===== src/rtl/logic_arb_pkg.sv =====
// Shared types and opcode constants for the two-requester logic-unit arbiter.
package logic_arb_pkg;

  localparam logic [3:0] OP_AND = 4'b1010;
  localparam logic [3:0] OP_OR  = 4'b1011;
  localparam logic [3:0] OP_XOR = 4'b1100;

  typedef enum logic {
    IDLE = 1'b0,
    RESP = 1'b1
  } arb_state_t;

  typedef logic req_id_t;

endpackage


===== src/rtl/rr_arbiter2.sv =====
// Two-way round-robin grant: a lone requester always wins, a tie goes to
// whichever requester did not win last time.
import logic_arb_pkg::*;

module rr_arbiter2 (
  input  logic [1:0] valid,
  input  req_id_t    last_grant,
  output logic [1:0] grant
);

  always_comb begin
    // NOTE: default-assign every always_comb output first so no path infers a latch.
    grant = 2'b00;
    unique case (valid)
      2'b01:   grant = 2'b01;
      2'b10:   grant = 2'b10;
      2'b11:   grant = (last_grant == 1'b1) ? 2'b01 : 2'b10;
      default: grant = 2'b00;
    endcase
  end

endmodule


===== src/rtl/logic_unit_arbiter.sv =====
// Shares one AND/OR/XOR unit between two requesters with a one-entry response slot.
// Optional saturating performance counters are built when LOGIC_ARB_PERF_EN is defined.
import logic_arb_pkg::*;

module logic_unit_arbiter #(
  parameter int DATA_W = 32,
  parameter int OP_W   = 4
) (
  input  logic              clk,
  input  logic              reset,
  input  logic              req0_valid,
  output logic              req0_ready,
  input  logic [DATA_W-1:0] req0_a,
  input  logic [DATA_W-1:0] req0_b,
  input  logic [OP_W-1:0]   req0_op,
  input  logic              req1_valid,
  output logic              req1_ready,
  input  logic [DATA_W-1:0] req1_a,
  input  logic [DATA_W-1:0] req1_b,
  input  logic [OP_W-1:0]   req1_op,
  output logic              rsp_valid,
  input  logic              rsp_ready,
  output logic              rsp_id,
  output logic [DATA_W-1:0] rsp_result,
  output logic              rsp_zero,
  output logic              rsp_illegal
`ifdef LOGIC_ARB_PERF_EN
  ,
  output logic [15:0]       perf_cnt0,
  output logic [15:0]       perf_cnt1,
  output logic [15:0]       perf_illegal
`endif
);

  arb_state_t        state;
  req_id_t           last_grant;
  logic [1:0]        grant;
  logic              can_accept;
  logic              accept;
  req_id_t           acc_id;
  logic [DATA_W-1:0] sel_a;
  logic [DATA_W-1:0] sel_b;
  logic [OP_W-1:0]   sel_op;
  logic [DATA_W-1:0] result_d;
  logic              illegal_d;

  rr_arbiter2 u_rr (
    .valid      ({req1_valid, req0_valid}),
    .last_grant (last_grant),
    .grant      (grant)
  );

  // The slot can refill in the same cycle it drains, giving one op per cycle.
  assign can_accept = (state == IDLE) || rsp_ready;
  assign req0_ready = grant[0] && can_accept && !reset;
  assign req1_ready = grant[1] && can_accept && !reset;
  assign accept     = req0_ready || req1_ready;
  assign acc_id     = req_id_t'(grant[1]);

  always_comb begin
    sel_a     = acc_id ? req1_a  : req0_a;
    sel_b     = acc_id ? req1_b  : req0_b;
    sel_op    = acc_id ? req1_op : req0_op;
    result_d  = '0;
    illegal_d = 1'b0;
    case (sel_op)
      OP_W'(OP_AND): result_d = sel_a & sel_b;
      OP_W'(OP_OR):  result_d = sel_a | sel_b;
      OP_W'(OP_XOR): result_d = sel_a ^ sel_b;
      default:       illegal_d = 1'b1;
    endcase
  end

  always_ff @(posedge clk) begin
    // NOTE: sequential state uses non-blocking assignments so every register samples pre-edge values.
    if (reset) begin
      state       <= IDLE;
      last_grant  <= 1'b1;
      rsp_valid   <= 1'b0;
      rsp_id      <= 1'b0;
      rsp_result  <= '0;
      rsp_zero    <= 1'b0;
      rsp_illegal <= 1'b0;
    end else begin
      case (state)
        IDLE: begin
          if (accept) state <= RESP;
        end
        RESP: begin
          if (rsp_ready && !accept) state <= IDLE;
        end
        default: state <= IDLE;
      endcase

      if (accept) begin
        last_grant  <= acc_id;
        rsp_valid   <= 1'b1;
        rsp_id      <= acc_id;
        rsp_result  <= result_d;
        rsp_zero    <= (result_d == '0);
        rsp_illegal <= illegal_d;
      end else if (rsp_ready) begin
        rsp_valid <= 1'b0;
      end
    end
  end

`ifdef LOGIC_ARB_PERF_EN
  always_ff @(posedge clk) begin
    if (reset) begin
      perf_cnt0    <= '0;
      perf_cnt1    <= '0;
      perf_illegal <= '0;
    end else if (accept) begin
      if (!acc_id && perf_cnt0 != 16'hFFFF) perf_cnt0 <= perf_cnt0 + 16'd1;
      if (acc_id && perf_cnt1 != 16'hFFFF)  perf_cnt1 <= perf_cnt1 + 16'd1;
      if (illegal_d && perf_illegal != 16'hFFFF) perf_illegal <= perf_illegal + 16'd1;
    end
  end
`endif

endmodule


===== config.mk =====
export PLATFORM = sky130hd
export DESIGN_NAME = logic_unit_arbiter
export DESIGN_NICKNAME = d
export VERILOG_FILES = /design/src/rtl/logic_arb_pkg.sv /design/src/rtl/rr_arbiter2.sv /design/src/rtl/logic_unit_arbiter.sv
export SDC_FILE = /design/constraint.sdc
export NUM_CORES = 1
export LEC_CHECK = 0
export ABC_AREA = 1
export CAP_MARGIN = 5
export CORE_ASPECT_RATIO = 0.6
export CORE_MARGIN = 2
export CORE_UTILIZATION = 48
export DETAILED_ROUTE_END_ITERATION = 10
export GPL_TIMING_DRIVEN = 0
export PLACE_DENSITY = 0.88
export SLEW_MARGIN = 15
export SYNTH_ARGS = -nofsm -noshare
export SYNTH_HDL_FRONTEND = slang
export SYNTH_SLANG_ARGS = --single-unit

===== constraint.sdc =====
create_clock -name clk -period 4.02 [get_ports clk]
set_input_delay 0.804 -clock clk [delete_from_list [all_inputs] [get_ports clk]]
set_output_delay 0.804 -clock clk [all_outputs]
set_load 0.1 [all_outputs]

==> run summary, run 1 <==
The flow ran to the end, and the final reports show no timing, DRC or antenna violations. Buffers placed on the I/O ports in this run total 177. The tools report the number of warnings printed during yosys synthesis as 0. The largest net degree at the start of global routing was 12. The tools report the maximum frequency from static timing analysis as 257 MHz. The critical register-to-register path startpoint is last_grant. In this run the power spent charging and discharging nets is 0.000802 W. The number of standard cells after synthesis came out at 697.

The worst hold endpoint is rsp_valid. Once the clock tree was built, the setup fixing pass inserted 0 buffers. Register-to-register setup slack: 0.88 ns. The run gives 0.741 as the utilization of the core after routing. The mapped netlist covers 4370 sq um. At the worst endpoint, the arrival time is 3.09 ns.

The layout cell share with drive strength beyond 1 came out at 0.0952. The average wire per standard cell is 15.4 um, and the clock power share is 0.219. From left edge to right edge, the die measures 127 um. Summed over all layers, the global routing overflow is 0. The tools report the sequential cell area fraction in the yosys report as 0.174. The tools report the worst endpoint required time as 3.22 ns. Wires add up to 15300 um. For the total setup violations reported at the end of the flow, the log shows 0. At the end of routability-driven placement, the weighted congestion stood at 0.907. The share of the clock period used by the worst path after layout is 0.969. The worst hold-check path type was flop to flop. Starting utilization of the core area: 0.503.

The total number of placement rows was 26. The average footprint of a synthesized cell is 6.27 sq um, and the leakage power of the design is 3.29 nW. The endpoint of the lowest-slack register-to-register path was rsp_zero. After clock tree synthesis, the clock-pin slew on the worst setup and hold paths is 0.05 ns. TritonCTS built the clock tree. Across the run, the number of max-cap violations was 0.

After the last flow step, the layout net total stands at 1086. The filler cells instantiated in the layout total 671. The run gives 0 as the diode insertion count for antenna repair. The worst-case setup margin in the final layout came out at 0.125 ns.

The flop and latch count out of synthesis is 38. Counting cells, the worst reg-to-reg path comes to 17. Setup repair after global routing left no endpoint under its margin. In the routed design, unresolved DRC markers number 0. The floorplan step set the die height to 77.9 um. The startpoint identified for the worst hold timing path is rsp_valid. In this run, the number of DRC markers left after iteration 0 of detailed routing was 459. The clock tree skew after final layout was 0.00497 ns; the buffer levels on the longest clock path was 2. The die covers 9910 sq um. Dividing total power by cell area gives a power density of 281 nW/um^2. For the power share of the sequential group, the log shows 0.241.

The root buffer cell chosen for the clock tree is sky130_fd_sc_hd__clkbuf_16. Of all nets on the critical path, the largest fanout is 10. The tools report the worst max-slew margin expressed relative to the limit as 0.345. The via count of the first global-routing pass was 4918; the hold-critical path depth was 2.

The wire-length estimate of the detail-placed layout is 12500 um. Count of boundary I/O pins: 179. The via count normalized by instance count is 5.28.

Number of pins exceeding their max-slew limit in the final report: 0. In this run the remaining antenna-violating nets after routing total 0. For the worst-case vdd ir drop, the log shows 0.214 mV.

The tools report the clock insertion delay at the later pin of the skew report as 0.29 ns. The run gives 5 as the number of buffers added by the clock tree synthesis step. The placeable core region is 8690 sq um. When the netlist entered floorplanning its net count stood at 902. CTS saw 38 sinks. By startpoint and endpoint, the worst setup path is classified as input pin to output port. The routed layout has 5250 vias.

The internal power summed over all cells is 0.00101 W. The final hold violation count came out at 0. Clock period minus worst slack: 3.90 ns.

The logs give 5 for the number of iterations in the first detailed-routing pass and 0.00181 W for the final total power. The run gives 0.308 as the combined global-route utilization of all metal layers. The first global-routing pass estimated 24500 um of wire. The slew at the pin closest to its max-slew limit was 0.980 ns; the distinct cell type count after synthesis was 24.

The worst-case setup slack after placement came out at -0.181 ns. The category of the worst setup path launch point was an input pin. The number of antenna violations at the first check in global routing was 0; the part of the total power dissipated in combinational logic was 0.540. CTS built an H-tree with a depth of 2. The synthesis-to-finish area growth is 47.2%, and the fraction of power spent switching nets is 0.444. STA classifies the critical path endpoint as an output port.
==> placed cells by master, fill, tap and decap left out, types with 5 or more instances in the layout <==
| cell | n |
|---|---|
| sky130_fd_sc_hd__a21oi_1 | 33 |
| sky130_fd_sc_hd__buf_6 | 10 |
| sky130_fd_sc_hd__clkbuf_1 | 19 |
| sky130_fd_sc_hd__clkbuf_16 | 5 |
| sky130_fd_sc_hd__clkdlybuf4s50_1 | 176 |
| sky130_fd_sc_hd__dfxtp_1 | 38 |
| sky130_fd_sc_hd__ha_1 | 64 |
| sky130_fd_sc_hd__inv_1 | 129 |
| sky130_fd_sc_hd__nand2_1 | 94 |
| sky130_fd_sc_hd__nand2_2 | 8 |
| sky130_fd_sc_hd__nand3_1 | 51 |
| sky130_fd_sc_hd__nand3b_1 | 16 |
| sky130_fd_sc_hd__nor2_1 | 73 |
| sky130_fd_sc_hd__nor2_2 | 7 |
| sky130_fd_sc_hd__o21ai_0 | 98 |
| sky130_fd_sc_hd__or2_2 | 33 |
==> power groups by stage <==
stage	Combinational [W]	Clock [W]	Sequential (W)
after floorplan	0.000382	0	0.000679
after global placement	0.000928	0	0.000441
after detailed placement	0.000957	0	0.000443
after CTS	0.000962	0.000392	0.000435
after global routing	0.00105	0.000408	0.000439
final	0.000975	0.000396	0.000436
==> critical path: stages <==
cell                              delay, ns
sky130_fd_sc_hd__clkdlybuf4s50_1       0.45
sky130_fd_sc_hd__nand2_2               0.18
sky130_fd_sc_hd__nand2_4               0.09
sky130_fd_sc_hd__buf_6                 0.16
sky130_fd_sc_hd__inv_1                 0.29
sky130_fd_sc_hd__nand2_1               0.18
sky130_fd_sc_hd__inv_1                 0.08
sky130_fd_sc_hd__dlygate4sd2_1         0.85
==> routing by layer <==
layer / GRT usage / vias up / share of wire
li1: - / 2546 / -
met1: 0.425 / 2378 / 0.43
met3: 0.0683 / 25 / 0.11
met4: 0.0758 / 0 / 0.016
met5: 0 / - / 0
met2: 0.488 / 301 / 0.44
==> sequential cells by signal, summed over array words and instances (netlist names) <==
register     flops
last_grant       1
rsp_id           1
rsp_illegal      1
rsp_result      32
rsp_valid        1
rsp_zero         1
state            1
==> through the flow <==
stage	TNS [ns]	instance area [sq um]	instances	hold slack (ns)
2_1_floorplan	0	4370	697	0.496
3_5_place_dp	-0.312	6280	986	0.463
4_1_cts	0	6430	994	0.472
5_1_grt	0	6440	994	0.496
3_3_place_gp	-0.198	6280	986	0.452
6_report	0	6440	994	0.469
==> area by class of cell <==
| type | instances | area (sq um) | area share |
|---|---|---|---|
| Multi-Input combinational cell | 492 | 2890 | 0.449 |
| Clock buffer | 7 | 143 | 0.0222 |
| Buffer | 38 | 240 | 0.0373 |
| Tap cell | 112 | 140 | 0.0218 |
| Timing Repair Buffer | 177 | 1770 | 0.275 |
| Inverter | 129 | 484 | 0.0752 |
| Clock inverter | 1 | 5.00 | 0.000778 |
| Sequential cell | 38 | 761 | 0.118 |
==> Yosys cell counts, drive strengths merged <==
cell / instances / share of area
nand4: 1 / 0.0014
buf: 16 / 0.035
clkbuf: 22 / 0.019
nand2: 106 / 0.10
or2: 33 / 0.047
o21ai: 101 / 0.12
ha: 64 / 0.18
dfxtp: 38 / 0.17
o211ai: 1 / 0.0017
nand3: 52 / 0.061
nand3b: 16 / 0.027
nor2: 83 / 0.080
a21oi: 34 / 0.040
a21boi: 1 / 0.0017
inv: 129 / 0.11
==> kinds of logic (layout without fill, tap and decap cells) <==
family / Yosys count / in the layout / synth area share
buffers and inverters: 167 / 352 / 0.165
AOI/OAI and AO/OA: 137 / 137 / 0.159
DFF: 38 / 38 / 0.174
adders and majority gates: 64 / 64 / 0.183
and+or+nand+nor: 291 / 291 / 0.320
==> worst max path at each step <==
| stage | start | endpoint | slack (ns) | depth (start not counted) |
|---|---|---|---|---|
| after floorplan | req1_valid | rsp_zero | 1.12 | 18 |
| after global placement | req0_valid | rsp_zero | -0.12 | 19 |
| after detailed placement | req0_valid | rsp_zero | -0.18 | 19 |
| after CTS | req0_valid | rsp_zero | 0.08 | 19 |
| after global routing | req0_valid | rsp_zero | 0.004 | 18 |
| final | req0_valid | req1_ready | 0.12 | 8 |
==> timing repair <==
item / CTS / global route
hold buffers: 0 / 0
endpoints found under the hold margin: 0 / 0
setup endpoints to repair: 1 / 1
gates resized for setup: 1 / 8
Power figures use the tool's default switching activity.
==> run 2: changes to the inputs <==
--- a/config.mk
+++ b/config.mk
@@ -11,7 +11,6 @@
 export CORE_MARGIN = 2
 export CORE_UTILIZATION = 48
 export DETAILED_ROUTE_END_ITERATION = 10
-export GPL_TIMING_DRIVEN = 0
 export PLACE_DENSITY = 0.88
 export SLEW_MARGIN = 15
 export SYNTH_ARGS = -nofsm -noshare
==> run 2 against run 1 <==
- total power grew 0.44%
- largest cell class unchanged
- setup slack gained 0.42 ns
- cell count decreased by 3.3%
==> run summary, run 2 (synthesis gave the netlist of run 1 again) <==
The share of the clock period used by the worst path after layout was 0.865 (-0.104); the overall overflow remaining after global route was 0 (unchanged). TritonCTS built the clock tree. The run gives 687 (+2.4%) as the layout filler cell count.

The run gives 0 (unchanged) as the detailed-route DRC error count. The clock tree skew after final layout is 0.00343 ns (-0.00154 ns), and the flip-flop count of the largest register, all copies and words added is 32 (unchanged). The final net count is 1053 (-3.0%), and the register-to-register setup slack is 1.32 ns (+0.44 ns).

The leakage power of the design came out at 3.21 nW (-2.6%). The library cells used most frequently in the layout, excluding fill and tap cells, are sky130_fd_sc_hd__clkdlybuf4s50_1, sky130_fd_sc_hd__inv_1, sky130_fd_sc_hd__o21ai_0. The data arrival time at the worst-slack endpoint is 3.64 ns (+0.55 ns).

The tools report the worst hold endpoint as rsp_illegal. The final weighted congestion of routability-driven global placement is 0.925 (+2.0%). The number of buffers inserted by port buffering works out to 178 (+0.56%). The worst setup path category was input pin to flop. The largest net degree at the start of global routing was 103 (+91).

For the final setup TNS, the log shows 0 ns (unchanged). rsp_result holds more flip-flops than any other register. The worst max-slew margin expressed relative to the limit was 0.326 (-0.0191); the worst endpoint required time was 4.18 ns (+0.96 ns).

The total clock sinks was 38 (unchanged); the synthesis-to-finish area growth was 43.9%. The hold path startpoint is rsp_illegal. The leading cell type in the layout, fill and taps excluded is sky130_fd_sc_hd__clkdlybuf4s50_1. The average wire per standard cell is 15.4 um (-0.31%), and the number of antenna violations at the first check in global routing is 0 (unchanged). The number of instances resized during post-cts repair is 0 (-1). The tools report the combined global-route utilization of all metal layers as 0.293 (-0.0148). In this run the critical register-to-register path is launched from last_grant.

The run gives 0 (unchanged) as the number of max-cap violations. The run gives 2 (unchanged) as the H-tree depth. STA classifies the critical path endpoint as a flop. The run gives 26 (unchanged) as the total number of placement rows.

The tools report the worst hold margin as 0.474 ns (+0.00559 ns). The hold-critical path depth is 2 (unchanged). Depth of the most critical reg-to-reg path: 15 (-2). The number of pins exceeding their max-slew limit in the final report was 0 (unchanged). The slew at the pin closest to its max-slew limit is 1.01 ns (+0.0285 ns). For the buffer levels on the longest clock path, the log shows 2 (unchanged).

The tools report the post-detailed-route count of antenna-violating nets as 0 (unchanged). The clock period minus worst slack was 3.48 ns (-0.416 ns). For the number of hold-repair buffers added at the cts stage, the log shows 0 (unchanged). The clock insertion delay at the later pin of the skew report is 0.27 ns (-0.02 ns). The total setup violations reported at the end of the flow was 0 (unchanged). The tools report the count of boundary I/O pins as 179 (unchanged). Setup repair after global routing left no endpoint under its margin.

The number of iterations in the first detailed-routing pass is 6 (+1), and the starting utilization of the core area is 0.503 (unchanged). The diode insertion count for antenna repair was 0 (unchanged); the placeable core region was 8690 sq um (unchanged). The half-perimeter wire length of the detailed placement result came out at 11800 um (-5.3%). The height of the die is 77.9 um (unchanged). For the final hold violation count, the log shows 0 (unchanged). The tree is rooted in a sky130_fd_sc_hd__clkbuf_16. The run finished with clean final reports.

The worst-path maximum fanout is 102 (+92). The final total power was 0.00181 W (+0.44%). Power per cell area: 288 nW/um^2 (+2.7%). For the first-pass GRT wire length, the log shows 23000 um (-6.1%). The number of buffers added by the clock tree synthesis step was 5 (unchanged); the via count normalized by instance count was 5.23 (-1.1%).

The clock transition at the registers of the reported paths is 0.06 ns (about the same). Die area: 9910 sq um (unchanged). The category of the worst setup path launch point is an input pin. The tools report the count of vias placed by the detailed router as 5022 (-4.3%). The layout cell share with drive strength beyond 1 is 0.0836 (-0.0116). The endpoint identified for the worst register-to-register timing path is rsp_zero. The logs give 287 MHz (+12%) for the maximum frequency from static timing analysis and 587 (+28%) for the DRC marker count from the first detailed-route iteration.

The buffers inserted during post-CTS setup optimization is 0 (unchanged). The worst hold-check path type was flop to flop. The die width works out to 127 um (unchanged). The worst-case vdd ir drop is 0.203 mV (-5.0%), and the total wire length after detailed routing is 14800 um (-3.6%).

The via count of the first global-routing pass was 4561 (-7.3%).
[run 2: metrics by stage]
stage | std cells | instance area (sq um) | utilization | setup slack [ns]
2_1_floorplan | 697 | 4370 | - | 1.12
3_3_place_gp | 953 | 6130 | 0.706 | 0.352
3_5_place_dp | 953 | 6130 | 0.706 | 0.275
4_1_cts | 961 | 6290 | 0.725 | 0.562
5_1_grt | 961 | 6290 | 0.725 | 0.231
6_report | 961 | 6290 | 0.725 | 0.541
[run 2: per-layer routing]
layer | vias up | global-route usage | wire length, um
li1 | 2474 | - | -
met1 | 2260 | 0.457 | 7310
met2 | 275 | 0.425 | 5860
met3 | 13 | 0.0483 | 1520
met4 | 0 | 0.0418 | 97
met5 | - | 0 | 0
[run 2: final cells by class]
class / count / area (sq um) / share of cell area
well taps: 112 / 140 / 0.0223
multi-input cells: 492 / 2900 / 0.461
inverters: 129 / 484 / 0.0769
clock buffers: 7 / 133 / 0.0211
clock inverters: 1 / 30.0 / 0.00477
repair buffers: 182 / 1840 / 0.293
flip-flops and latches: 38 / 761 / 0.121
[run 2: critical path, stage by stage]
cell                              delay (ns)
sky130_fd_sc_hd__clkdlybuf4s50_1        0.68
sky130_fd_sc_hd__nand2_4                0.10
sky130_fd_sc_hd__buf_12                 0.20
sky130_fd_sc_hd__nand2_1                0.09
sky130_fd_sc_hd__nand2_1                0.10
sky130_fd_sc_hd__nor2_2                 0.69
sky130_fd_sc_hd__nand2_4                0.29
sky130_fd_sc_hd__o21ai_0                0.25
sky130_fd_sc_hd__nor2_1                 0.09
sky130_fd_sc_hd__nand2_1                0.06
sky130_fd_sc_hd__nor2_1                 0.04
sky130_fd_sc_hd__nand2_1                0.05
sky130_fd_sc_hd__nor2_1                 0.04
sky130_fd_sc_hd__nand2_1                0.08
sky130_fd_sc_hd__a21oi_2                0.06
[run 2: worst max-delay path by stage]
| stage | cells past startpoint | end | start |
|---|---|---|---|
| floorplan | 18 | rsp_zero | req1_valid |
| CTS | 15 | rsp_zero | req1_valid |
| global placement | 15 | rsp_zero | req1_valid |
| finish | 15 | rsp_zero | req1_valid |
| detailed placement | 15 | rsp_zero | req1_valid |
| global route | 15 | rsp_zero | req1_valid |
[run 2: where the power goes]
part	leakage, nW	internal (W)	switching, W	total, W
Sequential	0.313	0.000413	0.0000243	0.000437
Clock	0.0781	0.000293	0.000143	0.000436
Combinational	2.82	0.000331	0.000611	0.000942
==> variant, RTL diff (flow settings as in run 1) <==
The option `LOGIC_ARB_PERF_EN` is turned on by a define.
--- a/src/rtl/logic_unit_arbiter.sv
+++ b/src/rtl/logic_unit_arbiter.sv
@@ -1,5 +1,7 @@
 // Shares one AND/OR/XOR unit between two requesters with a one-entry response slot.
 // Optional saturating performance counters are built when LOGIC_ARB_PERF_EN is defined.
+`define LOGIC_ARB_PERF_EN
+
 import logic_arb_pkg::*;
 
 module logic_unit_arbiter #(
Check against the original RTL (old outputs only; new: perf_cnt0, perf_cnt1 and perf_illegal): equivalent (Yosys induction, for registers that start in step).
==> variant against run 1 <==
Via count is 44% higher. Hold slack worse by 0.0055 ns. Register-to-register slack better by 0.11 ns. Sequential power is 110% higher. Sequential cell count is 48 higher. Synthesized cell count is 49% higher. Setup slack worse by 0.011 ns. Clock power is 120% higher. Total power is 59% higher. Routed wire length is 47% higher. Maximum frequency is 0.28% lower. Final area is 48% higher. Synthesized area is 54% higher.
==> variant: results (changes against run 1) <==
P_leak 0.00431 µW (was 0.00329 µW); largest cells by area after synthesis dfxtp_1 26%, ha_1 12%, inv_1 10% (was ha_1 18%, dfxtp_1 17%, o21ai_0 11%); Iteration-0 DRC Markers 497 (was 459); slowest stage delay, CP 1.14 ns (was 0.85 ns); global-route usage over all layers 30.4% (was 30.8%); Seq/Total Area, Yosys 25.5% (was 17.4%); Slowest cell on crit path clkdlybuf4s50_1 (was dlygate4sd2_1); Mapped Cells 1,037 (was 697); Peak VDD IR 0.202 mV (was 0.214 mV); crit path DAT 3.10 ns (was 3.09 ns); post-DR wirelength/cell 15.3 µm (was 15.4 µm); outcome complete, no violations (unchanged); GR met1 Demand/Resource 43.9% (was 42.5%); gpl congestion 0.966 (was 0.907); critical-path maximum fanout 4 (was 10); fraction of layout cells with a size suffix above 1 8.54% (was 9.52%); HPWL after DPL 18,600 µm (was 12,500 µm); dpl cells 1,453 (was 986); syn_nets 1,245 (was 902); synth cell count leaders 180 x inv_1, 156 x nand2_1, 121 x o21ai_0 (was 129 x inv_1, 98 x o21ai_0, 94 x nand2_1); largest net degree at the start of global routing 16 (was 12); CTS resizes 0 (was 1); IO buf count 224 (was 177); via-per-instance ratio 5.13 (was 5.28); post-synth cell types 35 (was 24)
variant: cell types whose count changed after synthesis, moves of 6 or more:
cell,delta
dfxtp_1,+48
o21ai_0,+23
nor3_1,+12
nor3b_1,+6
buf_2,+6
a21oi_1,+13
nor4_1,+6
nand2_1,+62
inv_1,+51
xor2_1,+7
nand3_1,+32
nor2_1,+41
variant: cells by family (layout without fill, tap and decap cells):
group           after synthesis  in the layout  synth area share [%]
compound gates              178            178                  13.5
fa+ha+maj                    67             67                  12.4
simple gates                465            465                  33.1
xor+xnor                     11             11                  1.43
flops                        86             86                  25.5
buf+inv                     230            469                  14.1
variant: stage by stage:
step	utilization, %	power (µW)
final	69.7	2870
after global routing	69.7	3010
after CTS	69.6	2870
after detailed placement	67.4	2020
after global placement	67.4	2000
after floorplan	-	1650
variant: worst max-delay path, delay by kind of cell:
kind	cells	cell delay (ns)
and+or+nand+nor	3	0.49
buffers and inverters	4	1.80
variant: routing by layer:
layer  vias up  share of wire, %
li1       3753                 -
met1      3431                48
met2       337                42
met3        17                10
met4         0              0.88
met5         -                 0
variant: power by group through the flow:
stage	Clock (µW)	Sequential [µW]	Combinational (µW)
6_report	852	919	1100
5_1_grt	890	923	1200
4_1_cts	860	919	1090
3_5_place_dp	0	937	1090
3_3_place_gp	0	936	1060
2_1_floorplan	0	1220	427
variant: final timing paths:
path	startpoint	end	slack, ns
setup / recovery	rsp_ready	req0_ready	0.11
hold reg to reg	rsp_valid$_SDFFE_PP0P_	rsp_valid$_SDFFE_PP0P_	0.46
hold / removal	rsp_valid$_SDFFE_PP0P_	rsp_valid$_SDFFE_PP0P_	0.46
setup reg to reg	last_grant$_SDFFE_PP1P_	rsp_zero$_SDFFE_PP0P_	0.99
variant: final cells by class:
type / instances / area (µm²)
buffer: 45 / 267
clock buffer: 10 / 239
clock inverter: 5 / 66.3
fill: 1175 / 4150
inverter: 185 / 694
multi-input combinational: 721 / 4080
sequential: 86 / 1720
tap: 192 / 240
timing repair buffer: 224 / 2240
